[config.mk]
export PLATFORM = sky130hd
export DESIGN_NAME = pregfile_wb_arbiter
export DESIGN_NICKNAME = d
export VERILOG_FILES = /design/src/rtl/pregfile_wb_arbiter.sv
export SDC_FILE = /design/constraint.sdc
export NUM_CORES = 1
export LEC_CHECK = 0
export BUFFER_PORTS_ARGS = -buffer_cell sky130_fd_sc_hd__buf_2
export CORE_AREA = 2 2 181 183
export DETAILED_ROUTE_END_ITERATION = 10
export DIE_AREA = 0 0 183 185
export PLACE_DENSITY = 0.71
export SLEW_MARGIN = 20
export SYNTH_ARGS = -nofsm -noshare
export SYNTH_HDL_FRONTEND = slang
export SYNTH_SLANG_ARGS = --single-unit
[constraint.sdc]
create_clock -name clock -period 6.21 [get_ports clock]
set_input_delay 0.3105 -clock clock [delete_from_list [all_inputs] [get_ports clock]]
set_output_delay 0.3105 -clock clock [all_outputs]
set_load 0.03 [all_outputs]
[src/rtl/pregfile_wb_arbiter.sv]
// Writeback arbiter: picks up to two of NUM_REQ functional-unit results per cycle for the two preg-file write ports.
// Latency: grant (req_ready) is combinational; wrenN/waddrN/wdataN are registered and appear one cycle after the handshake.
// Backpressure: a requester holds valid/pdst/data until req_ready; denied requesters wait and are forced onto port 0 when starved.
//
// Ports:
//   clock, reset          - single clock, synchronous active-high reset
//   req_valid/req_ready   - per-requester writeback handshake (ready only ever asserted with valid)
//   req_pdst/req_data     - packed per-requester destination preg and result, requester i at slice i
//   wren0/waddr0/wdata0   - registered write port 0 (also the wakeup broadcast)
//   wren1/waddr1/wdata1   - registered write port 1 (also the wakeup broadcast)
//   conflict_cnt          - saturating count of cycles with a same-pdst port-1 deferral

module pregfile_wb_arbiter #(
    parameter int NUM_REQ      = 4,
    parameter int PREG_W       = 6,
    parameter int DATA_W       = 64,
    parameter int STARVE_LIMIT = 4
) (
    input  logic                      clock,
    input  logic                      reset,
    input  logic [NUM_REQ-1:0]        req_valid,
    output logic [NUM_REQ-1:0]        req_ready,
    input  logic [NUM_REQ*PREG_W-1:0] req_pdst,
    input  logic [NUM_REQ*DATA_W-1:0] req_data,
    output logic                      wren0,
    output logic [PREG_W-1:0]         waddr0,
    output logic [DATA_W-1:0]         wdata0,
    output logic                      wren1,
    output logic [PREG_W-1:0]         waddr1,
    output logic [DATA_W-1:0]         wdata1,
    output logic [31:0]               conflict_cnt
);

    localparam int IDX_W = $clog2(NUM_REQ);
    localparam int CNT_W = $clog2(STARVE_LIMIT + 1);
    localparam logic [CNT_W-1:0] STARVE_MAX = CNT_W'(STARVE_LIMIT);

    // ------------------------------------------------------------------
    // Unpacked views of the per-requester buses
    // ------------------------------------------------------------------
    logic [PREG_W-1:0] pdst_a [NUM_REQ];
    logic [DATA_W-1:0] data_a [NUM_REQ];

    for (genvar gi = 0; gi < NUM_REQ; gi++) begin : g_unpack
        assign pdst_a[gi] = req_pdst[gi*PREG_W +: PREG_W];
        assign data_a[gi] = req_data[gi*DATA_W +: DATA_W];
    end

    // ------------------------------------------------------------------
    // State
    // ------------------------------------------------------------------
    logic [IDX_W-1:0]  rr_ptr_q, rr_ptr_d;
    logic [CNT_W-1:0]  wait_q [NUM_REQ];
    logic [CNT_W-1:0]  wait_d [NUM_REQ];
    logic [31:0]       conflict_cnt_q, conflict_cnt_d;

    logic              wren0_q, wren0_d;
    logic [PREG_W-1:0] waddr0_q, waddr0_d;
    logic [DATA_W-1:0] wdata0_q, wdata0_d;
    logic              wren1_q, wren1_d;
    logic [PREG_W-1:0] waddr1_q, waddr1_d;
    logic [DATA_W-1:0] wdata1_q, wdata1_d;

    // ------------------------------------------------------------------
    // Arbitration results
    // ------------------------------------------------------------------
    logic              g0_vld;
    logic [IDX_W-1:0]  g0_idx;
    logic              g1_vld;
    logic [IDX_W-1:0]  g1_idx;
    logic              forced;
    logic              skip_any;
    logic [IDX_W-1:0]  scan_idx;
    logic [NUM_REQ-1:0] grant;

    function automatic logic [IDX_W-1:0] wrap_inc(input logic [IDX_W-1:0] x);
        if (x == IDX_W'(NUM_REQ - 1)) begin
            wrap_inc = '0;
        end else begin
            wrap_inc = x + 1'b1;
        end
    endfunction

    always_comb begin
        g0_vld   = 1'b0;
        g0_idx   = '0;
        g1_vld   = 1'b0;
        g1_idx   = '0;
        forced   = 1'b0;
        skip_any = 1'b0;
        scan_idx = '0;

        // A starved requester owns port 0. Scanning downward lets the
        // lowest-index starved requester win.
        for (int i = NUM_REQ - 1; i >= 0; i--) begin
            if (req_valid[i] && (wait_q[i] == STARVE_MAX)) begin
                forced = 1'b1;
                g0_idx = IDX_W'(i);
            end
        end
        g0_vld = forced;

        // Circular scan from rr_ptr. Without a forced grant the first valid
        // requester takes port 0; port 1 goes to the next valid requester
        // that does not write the same nonzero preg as port 0. Once port 1
        // is filled the scan stops looking, so later matches are not skips.
        for (int k = 0; k < NUM_REQ; k++) begin
            scan_idx = IDX_W'((int'(rr_ptr_q) + k) % NUM_REQ);
            if (req_valid[scan_idx]) begin
                if (!g0_vld) begin
                    g0_vld = 1'b1;
                    g0_idx = scan_idx;
                end else if (!g1_vld && (scan_idx != g0_idx)) begin
                    if ((pdst_a[scan_idx] != '0) &&
                        (pdst_a[scan_idx] == pdst_a[g0_idx])) begin
                        skip_any = 1'b1;
                    end else begin
                        g1_vld = 1'b1;
                        g1_idx = scan_idx;
                    end
                end
            end
        end

        // Nothing is granted while reset is held, so no handshake completes
        // and no state below sees a grant.
        if (reset) begin
            g0_vld   = 1'b0;
            g1_vld   = 1'b0;
            forced   = 1'b0;
            skip_any = 1'b0;
        end
    end

    always_comb begin
        grant = '0;
        if (g0_vld) begin
            grant[g0_idx] = 1'b1;
        end
        if (g1_vld) begin
            grant[g1_idx] = 1'b1;
        end
    end

    assign req_ready = grant;

    // ------------------------------------------------------------------
    // Next-state logic
    // ------------------------------------------------------------------
    always_comb begin
        // Pointer moves one past the last round-robin grant. Port 1 is always
        // a round-robin grant and sits later in scan order than a round-robin
        // port 0; a forced port-0 grant on its own leaves the pointer alone.
        rr_ptr_d = rr_ptr_q;
        if (g1_vld) begin
            rr_ptr_d = wrap_inc(g1_idx);
        end else if (g0_vld && !forced) begin
            rr_ptr_d = wrap_inc(g0_idx);
        end

        for (int i = 0; i < NUM_REQ; i++) begin
            wait_d[i] = wait_q[i];
            if (!req_valid[i] || grant[i]) begin
                wait_d[i] = '0;
            end else if (wait_q[i] != STARVE_MAX) begin
                wait_d[i] = wait_q[i] + 1'b1;
            end
        end

        conflict_cnt_d = conflict_cnt_q;
        if (skip_any && (conflict_cnt_q != 32'hFFFF_FFFF)) begin
            conflict_cnt_d = conflict_cnt_q + 32'd1;
        end

        // Preg 0 is the hardwired zero register: the request is acknowledged
        // but never written.
        wren0_d  = g0_vld && (pdst_a[g0_idx] != '0);
        waddr0_d = g0_vld ? pdst_a[g0_idx] : '0;
        wdata0_d = g0_vld ? data_a[g0_idx] : '0;
        wren1_d  = g1_vld && (pdst_a[g1_idx] != '0);
        waddr1_d = g1_vld ? pdst_a[g1_idx] : '0;
        wdata1_d = g1_vld ? data_a[g1_idx] : '0;
    end

    // ------------------------------------------------------------------
    // Registers
    // ------------------------------------------------------------------
    always_ff @(posedge clock) begin
        if (reset) begin
            rr_ptr_q       <= '0;
            conflict_cnt_q <= '0;
            wren0_q        <= 1'b0;
            waddr0_q       <= '0;
            wdata0_q       <= '0;
            wren1_q        <= 1'b0;
            waddr1_q       <= '0;
            wdata1_q       <= '0;
            for (int i = 0; i < NUM_REQ; i++) begin
                wait_q[i] <= '0;
            end
        end else begin
            rr_ptr_q       <= rr_ptr_d;
            conflict_cnt_q <= conflict_cnt_d;
            wren0_q        <= wren0_d;
            waddr0_q       <= waddr0_d;
            wdata0_q       <= wdata0_d;
            wren1_q        <= wren1_d;
            waddr1_q       <= waddr1_d;
            wdata1_q       <= wdata1_d;
            for (int i = 0; i < NUM_REQ; i++) begin
                wait_q[i] <= wait_d[i];
            end
        end
    end

    assign wren0        = wren0_q;
    assign waddr0       = waddr0_q;
    assign wdata0       = wdata0_q;
    assign wren1        = wren1_q;
    assign waddr1       = waddr1_q;
    assign wdata1       = wdata1_q;
    assign conflict_cnt = conflict_cnt_q;

endmodule

==> run summary, run 1 <==
The proportion of layout cells with a drive suffix above 1 came out at 0.396. The detail route stage leaves a number of antenna-violating nets equal to 0. Counting flops with a built-in enable in the synthesized netlist gives 0. The post-layout total power came out at between 9 and 10 mW.

The worst setup path is of the flip-flop to primary output kind. The worst setup path is captured at a primary output. The number of different library cells in the post-synthesis netlist came out at between 70 and 80. The routed length per instance is around 22 um.

The period utilization is 0.932. The worst-case reg-to-reg path depth came out at 17. The critical path required time came out at 5.90 ns.

The post-synthesis area per instance came out at roughly 9 sq um. The achievable clock frequency came out at 0.173 GHz. The final-report hold violation count is 0.

For this configuration, the core starts out at a cell density of 0.397. The post-placement cell count came out at 2182. The aggregate routed wire length came out at 49400 um. The first global-routing pass estimated approximately 73000 um of wire.

The total negative slack for setup checks came out at 0 ns. The slowest stage of the critical path belongs to the cell a211oi_2. After clock tree synthesis, the clock-pin slew on the worst setup and hold paths is 0.08 ns. The floorplan has 66 rows. The core occupancy in the finished layout came out at 0.495. In this run the critical register-to-register path is launched from wait_q[3][0]. The register-to-register setup slack is 0.64 ns. The clock latency of the later-clocked register in the worst-skew pair came out at 0.46 ns.

The leakage power of the design came out at 6.91 nW. The maximum buffer depth of the clock tree came out at 2. The sort of element at the start of the critical path is a flip-flop. The path with the worst hold slack has its endpoint at wdata1[28]. The number of design-rule violations left by the first detailed-router iteration came out at 994. The vias after detailed routing is 13189. In this run the worst hold path is classified as input port to flip-flop.

The number of buffers added for setup after CTS is 0. In this run the clock root is driven by a clkbuf_16. For the finished layout, the period the worst path requires is about 5.8 ns. In the final design database the tool counted approximately 2100 nets. The overall track demand over capacity in global routing is 0.281.

The share of the yosys chip area belonging to registers came out at 0.296. The kind of cell with the highest combined delay along the critical path is simple AND/OR/NAND/NOR gates. The worst setup skew after layout is 0.0112 ns. The area of the die is 33900 sq um.

The worst voltage drop across the vdd grid came out at 0.000688 V. The synthesized netlist cell count is ~1400. The share of synthesized area in the top cell type comes to 0.296. The fraction of registers with async set/reset came out at 0. Traced cell by cell, the critical path runs through inv_1 -> ha_1 -> nand3_1 -> a211oi_2 -> o221ai_1 -> and3_1 -> or4b_1 -> or4_4 -> and2_4 -> a211o_1 -> o41ai_1 -> buf_4 -> or2_4 -> ha_1 -> inv_1 -> o21ai_0 -> buf_2. dfxtp_1 takes more of the synthesized area than any other cell. The max-cap check violation count came out at 0. The final worst-path setup slack came out at 0.424 ns.

The number of clock buffers added by TritonCTS is 17. The largest fanout on the critical path came out at 13. TritonCTS built the clock tree. The largest stage delay on the critical path is ~0.56 ns. CTS built an H-tree with a depth of 4. The relative area change from synthesis to final layout is 24.5%. The number of register bits inferred by synthesis came out at between 150 and 200. Entering global routing, the biggest net connects 99 pins. The count of buffers from port buffering came out at between 400 and 500. The setup violation total in the final timing report came out at 0. The final HPWL from detailed placement is between 30000 and 40000 um.

Setup repair after global routing left no endpoint under its margin. The overall die height came out at 185 um. The worst setup slack before clock tree synthesis came out at 0.799 ns. The headroom to the max-slew limit is 0.403.

The total standard cell area after synthesis is 12700 sq um. The slew at the pin closest to its max-slew limit came out at 0.895 ns. The startpoint of the most critical hold path is req_data[28]. The number of slew-limit violations in the final report is 0.

After global routing the overflow that remains totals 0. For this run, the leading register cell type out of synthesis is dfxtp_1. The number of nets handed over by synthesis was 1696.

The core box area came out at 32000 sq um. For this design the ratio of total power to cell area is 568 nW/um^2. The number of non-filler instances in the completed layout came out at 2220. The number of global-route vias before repair is 12329. Counting both buffers and inverters, the worst setup path holds a total of 4.

The number of cells on the worst hold path came out at 3. The die is 183 um wide. The reg-to-reg critical path endpoint is wdata1[37].

The number of sinks on the clock net is 188. The number of antenna violations at the first check in global routing is 8. The final weighted congestion in routability-driven placement is 0.950. The ratio of routed vias to standard cells came out at a little under 6. The total iterations of the first detailed-routing run is 5. The run finished with clean final reports. The data arrival time at the worst-slack endpoint is 5.48 ns. Pin placement for this block handled 464 I/O pins.

The count of synthesis-stage warnings from yosys came out at 0. After synthesis, the cell types taking the most area are dfxtp_1 (30%), mux4_2 (14%), mux2_2 (6.6%). The total DRC errors in the routed layout came out at 0.
stage by stage:
stage                     instance area [sq um]  hold slack, ns
after detailed placement                  15200           0.483
after CTS                                 15800           0.101
after global placement                    15200           0.475
after floorplan                           12700           0.460
after global routing                      15900           0.113
final                                     15900           0.122
how the worst max path moves through the flow:
stage,startpoint,endpoint,slack (ns),cells after the start
after floorplan,wait_q[1][0],req_ready[3],1.08,20
after global placement,wait_q[3][0],wdata1[38],0.88,17
after detailed placement,wait_q[3][0],wdata1[37],0.80,17
after CTS,wait_q[2][0],req_ready[1],0.41,19
after global routing,wait_q[3][0],req_ready[1],0.1,16
final,wait_q[3][0],req_ready[3],0.42,17
placed cells by master, fill, tap and decap left out, types with 19 or more instances in the layout:
cell type  synthesis  final
nor2_1           140    139
nand2_1          189    188
nand3_1           31     31
and2_1            67     67
a21oi_1           32     32
inv_1             45     45
buf_4             10     29
mux4_2            78     78
dfxtp_1          188    188
mux2_2            75     75
a311oi_1          57     57
nor3_1            25     25
xnor2_1           42     42
mux2i_1           41     41
o21ai_0           51     50
buf_2             17    463
and3_1            19     19
cells in the mapped netlist (4+ instances only):
library cell,count
a2111oi_0,9
a211o_1,4
a21oi_1,32
a221oi_1,7
a311oi_1,57
a311oi_2,10
a31oi_1,5
a32oi_1,4
and2_1,67
and3_1,19
buf_1,9
buf_2,17
buf_4,10
buf_6,10
buf_8,5
clkbuf_1,60
dfxtp_1,188
ha_1,17
inv_1,45
mux2_2,75
mux2i_1,41
mux4_2,78
nand2_1,189
nand3_1,31
nand4_1,11
nor2_1,140
nor3_1,25
nor4_1,16
o2111ai_1,5
o211a_1,7
o211ai_1,18
o21ai_0,51
xnor2_1,42
xor2_1,9
state kept, by name, summed over array words and instances, names as in the netlist:
| signal | flops |
|---|---|
| wdata0 | 64 |
| waddr0 | 6 |
| rr_ptr_q | 2 |
| waddr1 | 6 |
| wdata1 | 64 |
| wren0 | 1 |
| wait_q | 12 |
| wren1 | 1 |
| conflict_cnt | 32 |
what timing repair did:
item,4_1_cts,5_1_grt
setup endpoints to repair,0,1
hold buffers,0,0
resized for setup,0,4
endpoints found under the hold margin,0,0
power by group:
part,switching (mW),internal [mW]
clock,0.550,0.593
sequential,0.130,1.59
combinational,3.83,2.31
metal layers:
layer / global-route usage / vias to the layer above / share of wire
met5: 0 / - / 0.00026
met4: 0.164 / 2 / 0.061
met3: 0.0747 / 162 / 0.097
met2: 0.436 / 743 / 0.45
met1: 0.351 / 6347 / 0.39
li1: - / 5935 / -
final cells by class:
class	count	area, sq um
well taps	408	510
clock inverters	13	148
clock buffers	19	453
repair buffers	494	2570
flip-flops and latches	188	3760
diodes	6	15.0
fillers	3085	16200
multi-input cells	1044	8210
inverters	48	183
worst min-delay path, delay by kind of cell:
family	cells	cell delay (ns)
AO/OA/AOI/OAI	1	0.07
AND/OR/NAND/NOR	1	0.05
buffers and inverters	1	0.10
logic make-up (layout without fill, tap and decap cells):
group,Yosys count,count (layout),synth area share
xor gates and xnor gates,51,51,0.0351
DFF,188,188,0.296
AOI/OAI and AO/OA,258,258,0.158
other,0,6,0
and+or+nand+nor,523,523,0.191
muxes,195,195,0.239
adders and majority gates,17,17,0.0167
buffers and inverters,161,574,0.0650
No activity file was read; power rests on OpenSTA's default activity.
==> run 2, diff against run 1 <==
Settings changed: RECOVER_POWER set to 100.
==> run summary, run 2 (synthesis results as in run 1) <==
The run finished, with violations left. The checks that failed: capacitance limit, slew limit. The overall track demand over capacity in global routing is 0.281. For this configuration, the core starts out at a cell density of 0.397. The largest single stage delay on the critical path is 0.56 ns. The total DRC errors in the routed layout is 0. The final HPWL from detailed placement is 36700 um. The overflow left after global routing is 0. The total iterations of the first detailed-routing run is 5. The vias after detailed routing came out at 13145.

The number of antenna violations at the first check in global routing is 8. The number of slew-limit violations in the final report is 105. Measured in cells, the most critical reg-to-reg path has a length of 16. The overall die width is 183 um. The critical path in this run is classified as flip-flop to primary output. The clock transition at the registers of the reported paths came out at 0.08 ns. The worst reg2reg path startpoint is wait_q[3][0].

The clock arrives with 0.0110 ns of skew. The number of sinks on the clock net came out at 188. The most critical setup path has its endpoint at req_ready[2]. The critical path required time came out at 5.90 ns. The final-report hold violation count came out at 0. The total of cells resized after clock tree synthesis came out at 0. The library cell used most frequently in the layout, excluding fill and tap cells, is buf_2. The initialized floorplan defines 66 standard-cell rows. The total negative slack for setup checks is 0 ns. The source of the critical timing path is wait_q[3][0].

The data arrival time at the worst-slack endpoint is about 5.5 ns. Along the worst path, the maximum fanout reaches 13. The proportion of layout cells with a drive suffix above 1 came out at 0.295.

The period utilization is 0.940. The number of hold buffers added after CTS was 0. For this design, the slowest cell found on the critical path is a211oi_2. The core box area came out at 32000 sq um. The clock latency of the later-clocked register in the worst-skew pair is 0.45 ns. The worst pin sits at a relative slew slack of -0.160. TritonCTS built the clock tree. The maximum buffer depth of the clock tree came out at 2. The buffers plus inverters on the worst setup path came out at 3. In the layout the commonest cells are buf_2 (287), nand2_1 (188), dfxtp_1 (188), clkbuf_1 (176), nor2_1 (139). The total CTS buffers is 17. For this design the static power due to leakage is about 6.2 nW.

The maximum number of pins on one net before global-route repair is 99. The total power density per cell area came out at 571 nW/um^2. Traced cell by cell, the critical path runs through inv_1 -> ha_1 -> nand3_1 -> a211oi_2 -> o221ai_1 -> and3_1 -> or4b_1 -> or4_4 -> and2_0 -> a211o_1 -> o41ai_1 -> or2_4 -> ha_1 -> inv_1 -> o21ai_0 -> clkbuf_2. The gate family responsible for the most delay along the worst path is simple AND/OR/NAND/NOR gates. Measured along the y axis, the die boundary spans roughly 190 um. The setup check on the worst reg-to-reg path leaves a slack of ~0.41 ns.

The worst setup path is launched from a flip-flop. The final critical delay including setup and external delays came out at 5.84 ns. Setup violations remaining at the end of the flow were counted as 0. The congestion estimate from routability-driven global placement came to 0.950. For this block, the initial DRC count from the detailed router was 1137. The net count of the finished layout is 2096. The depth of the critical timing path with buffers and inverters included came out at 16. The number of global-route vias before repair is 12329. STA classifies the critical path endpoint as a primary output. IR analysis of the VDD net gives a maximum drop of 0.000692 V. Derived from the worst setup path, the maximum achievable clock frequency is 0.171 GHz.

The max-cap check violation count is 2. The class of the worst hold path is input port to flip-flop. The count of buffers from port buffering came out at 463. After detailed routing, the average wire length per cell comes to 22.2 um. The I/O pin count is 464. The count of nets left with antenna violations once routing finished came out at 0. The cell sitting at the root of the clock tree is a clkbuf_16.

The fill cell total of the finished layout is ~3200. The slew at the pin closest to its max-slew limit came out at 1.74 ns. The reg-to-reg critical path endpoint is wdata1[42]. The first global-routing pass estimated 72900 um of wire. Hold is met by 0.125 ns. The relative area change from synthesis to final layout is 22.4%. The number of H-tree levels came out at 4. The number of buffers added for setup after CTS is 0. Setup repair after global routing left no endpoint under its margin. The area of the die is 33900 sq um. In the routed layout, each cell is associated on average with a via count of roughly 5.9. Wires add up to approximately 49000 um.
## run 2: changes by cell type in the layout (fill, tap and decap cells not counted), moves of 2 or more
| cell | before | now |
|---|---|---|
| buf_4 | 29 | 20 |
| and2_0 | 0 | 27 |
| buf_2 | 463 | 287 |
| and2_1 | 67 | 41 |
| a311oi_1 | 57 | 59 |
| clkbuf_1 | 0 | 176 |
| a311oi_2 | 10 | 8 |
| clkbuf_2 | 0 | 8 |
## run 2: cell type report
type / instances / area, sq um / share of cell area
Inverter: 48 / 183 / 0.0117
Tap cell: 408 / 510 / 0.0328
Multi-Input combinational cell: 1044 / 8180 / 0.525
Clock inverter: 13 / 148 / 0.00947
Timing Repair Buffer: 494 / 2330 / 0.150
Sequential cell: 188 / 3760 / 0.241
Clock buffer: 19 / 453 / 0.0291
Antenna cell: 6 / 15.0 / 0.000963
## run 2: per-stage QoR
| step | util | setup slack (ns) | std cells | area [sq um] | total power [mW] |
|---|---|---|---|---|---|
| 3_5_place_dp | 0.475 | 0.799 | 2182 | 15200 | 7.82 |
| 3_3_place_gp | 0.475 | 0.879 | 2182 | 15200 | 7.73 |
| 6_report | 0.486 | 0.372 | 2220 | 15600 | 8.90 |
| 4_1_cts | 0.494 | 0.409 | 2214 | 15800 | 9.00 |
| 2_1_floorplan | - | 1.08 | 1393 | 12700 | 6.46 |
| 5_1_grt | 0.486 | 0.0572 | 2219 | 15600 | 9.45 |
## run 2: tightest hold or removal path, delay by kind of cell
| family | cells | cell delay [ns] |
|---|---|---|
| simple gates | 1 | 0.05 |
| compound gates | 1 | 0.07 |
| buf+inv | 1 | 0.10 |
## run 2: where the power goes
group | switching [mW] | internal, mW | leakage [nW]
Clock | 0.548 | 0.593 | 0.299
Combinational | 3.82 | 2.21 | 4.35
Sequential | 0.137 | 1.59 | 1.55
Total | 4.50 | 4.40 | 6.20
## run 2: how the worst min path moves through the flow
stage / startpoint / endpoint / slack (ns) / cells after the start
5_1_grt: req_data[28] / wdata1[28] / 0.11 / 3
3_3_place_gp: wait_q[1][1] / wait_q[1][1] / 0.48 / 2
2_1_floorplan: wait_q[0][1] / wait_q[0][1] / 0.46 / 2
3_5_place_dp: wait_q[1][1] / wait_q[1][1] / 0.48 / 2
4_1_cts: req_data[28] / wdata1[28] / 0.10 / 3
6_report: req_data[28] / wdata1[28] / 0.12 / 3
## run 2: routing by layer
metal,wire length (um),track usage,vias up,share of wire
li1,-,-,5936,-
met1,19100,0.351,6274,0.39
met2,22300,0.436,758,0.45
met3,4760,0.0747,175,0.096
met4,3180,0.164,2,0.064
met5,9,0,-,0.00018
==> run 3, diff against run 2 <==
Clock period 6.21 ns to 6.4 ns, I/O delays scaled along.
==> run summary, run 3 (synthesis results as in run 1) <==
The run finished, with violations left. The checks that failed: capacitance limit, slew limit. The total power density per cell area is 556 nW/um^2. The overall die height came out at 185 um. The number of global-route vias before repair is 12193.

Derived from the worst setup path, the maximum achievable clock frequency is 0.163 GHz. The maximum number of pins on one net before global-route repair is 65. Among cell families on the critical path, the largest total delay comes from simple AND/OR/NAND/NOR gates. The ratio of routed vias to standard cells came out at 5.95. The number of slew-limit violations in the final report came to 64.

The overflow left after global routing is 0. The area growth from synthesis to layout is 22.9%. The clock transition at the registers of the reported paths came out at 0.08 ns. The slew at the pin closest to its max-slew limit is 1.60 ns. The final layout net count came out at 2093. The clock latency of the later-clocked register in the worst-skew pair is 0.46 ns. The total iterations of the first detailed-routing run came out at 6. The worst setup path is captured at a primary output. The number of antenna violations at the first check in global routing is 10. Traced cell by cell, the critical path runs through inv_1 -> ha_1 -> and3_2 -> nor2_1 -> nand3_1 -> o221ai_2 -> mux2i_1 -> mux2_2 -> nor4_2 -> a21o_1 -> nand2b_1 -> a32oi_2 -> inv_2 -> ha_1 -> inv_1 -> o21ai_0 -> buf_2.

The final critical delay including setup and external delays is approximately 6 ns. The total area inside the core boundary comes to 32000 sq um. Among all stages on the critical path, the largest delay is contributed by inv_2. The vias after detailed routing is 13196. Buffers placed on the I/O ports in this run total 463. The number of rows in the core area came out at 66. The final hold slack is about 0.13 ns.

The largest fanout on the critical path is 38. Detailed placement ended at an HPWL of ~37000 um. The fill cell total of the finished layout is around 3100. For this design, the CTS-stage hold fixing added 0 buffers. The critical path required time came out at 6.08 ns. Clock tree synthesis selected as its root buffer the cell clkbuf_16. The worst setup path is launched from a flip-flop. The analysis attributes to cell leakage a power of 6.22 nW. For this block, the routed nets add up to slightly below 50000 um of wire. The max-cap check violation count came out at 1. The path class of the tightest hold or removal check is input port to flip-flop.

After routing the design area is 15600 sq um. The area of the die came out at 33900 sq um. The number of design-rule violations left by the first detailed-router iteration came out at around 1200. Setup repair after global routing left no endpoint under its margin. The overall die width is 183 um. Counting along the longest clock path gives a buffer depth of 2. The total DRC errors in the routed layout came out at 0. The final-report hold violation count is 0. The period utilization is 0.959. Data arrives at the worst endpoint at 5.82 ns.

In this run the number of H-tree levels came out at 4. The total CTS buffers is 17. The total negative slack for setup checks is 0 ns. The final weighted congestion in routability-driven placement came out at 0.996. The proportion of layout cells with a drive suffix above 1 came out at 0.300. The worst setup path is of the flip-flop to primary output kind. The I/O pin count came out at ~460. Leaving out fill and tap cells, the most frequent cells in the layout are buf_2 (287), nand2_1 (188), dfxtp_1 (188), clkbuf_1 (175), nor2_1 (139). TritonCTS built the clock tree. The number of routed nets with antenna violations came out at 0.

The most common cell after layout, fill and taps aside is buf_2. The first-pass GRT wire length is 72200 um. The worst pin sits at a relative slew slack of -0.0656. The buffers plus inverters on the worst setup path is 4.

The number of sinks on the clock net came out at 188. Summing all placed instances gives a cell area of 15200 sq um. The worst-case IR drop observed on VDD is roughly 0.0006 V.

The worst setup skew after layout came out at 0.00778 ns. The routed length per instance came out at 22.4 um. The overall track demand over capacity in global routing is 0.279. The largest stage delay on the critical path came out at 0.68 ns. The setup violation total in the final timing report is 0. The initial utilization of the core area, before any placement, comes to 0.397.
run 3: changes by cell type in the layout (fill, tap and decap cells not counted), moves of 5 or more:
cell      delta
and2_0      -27
and2_1      +26
buf_4        +5
clkbuf_2     -5
run 3: metal layers:
layer	up-vias	global-route usage	part of all wire
li1	5926	-	-
met1	6306	0.348	0.39
met2	794	0.441	0.46
met3	158	0.0751	0.096
met4	12	0.150	0.050
met5	-	0	0.0014
run 3: path summary, 6_finish.rpt:
| check | startpoint | endpoint | slack (ns) | cells after the start |
|---|---|---|---|---|
| min reg2reg | wait_q[0][1] | wait_q[0][1] | 0.50 | 2 |
| max reg2reg | rr_ptr_q[1] | wdata1[4] | 0.30 | 18 |
| min | req_data[16] | wdata1[16] | 0.13 | 3 |
| max | wait_q[2][0] | req_ready[0] | 0.26 | 17 |
run 3: per-stage QoR:
step / setup WS (ns) / utilization / cells / power [mW]
2_1_floorplan: 1.26 / - / 1393 / 6.27
3_3_place_gp: 0.824 / 0.474 / 2179 / 7.50
3_5_place_dp: 0.721 / 0.474 / 2179 / 7.56
4_1_cts: 0.299 / 0.494 / 2211 / 8.79
5_1_grt: 0.000579 / 0.488 / 2215 / 9.18
6_report: 0.263 / 0.488 / 2216 / 8.69
run 3: layout make-up:
class	instances	area, sq um	share of cell area
sequential	188	3760	0.241
clock buffer	17	425	0.0272
multi-input combinational	1044	8210	0.525
antenna	5	12.5	0.000800
tap	408	510	0.0326
inverter	48	180	0.0115
clock inverter	15	230	0.0147
timing repair buffer	491	2320	0.148
run 3: where the power goes:
group          internal, mW  switching (mW)  total, mW
Sequential             1.55           0.134       1.68
Clock                 0.639           0.551       1.19
Combinational          2.12            3.70       5.82
run 3: worst reg2reg max path: stages, from the launching register on:
cell and delay, ns:
dfxtp_1 0.47, buf_4 0.38, buf_4 0.35, inv_1 0.31
o211ai_1 0.25, buf_4 0.25, a32oi_1 0.14, a32o_1 0.30
mux2i_1 0.16, a2bb2oi_1 0.40, o21ai_0 0.28, a41oi_1 0.27
o41ai_1 0.10, buf_4 0.19, or2_4 0.27, inv_2 0.09
clkbuf_2 1.14, nand2_1 0.15, a311oi_1 0.46
run 3: what timing repair did:
| action | in CTS | in global routing |
|---|---|---|
| endpoints found under the hold margin | 0 | 0 |
| endpoints found under the setup margin | 0 | 3 |
| setup buffers | 0 | 0 |
| resized for setup | 0 | 11 |
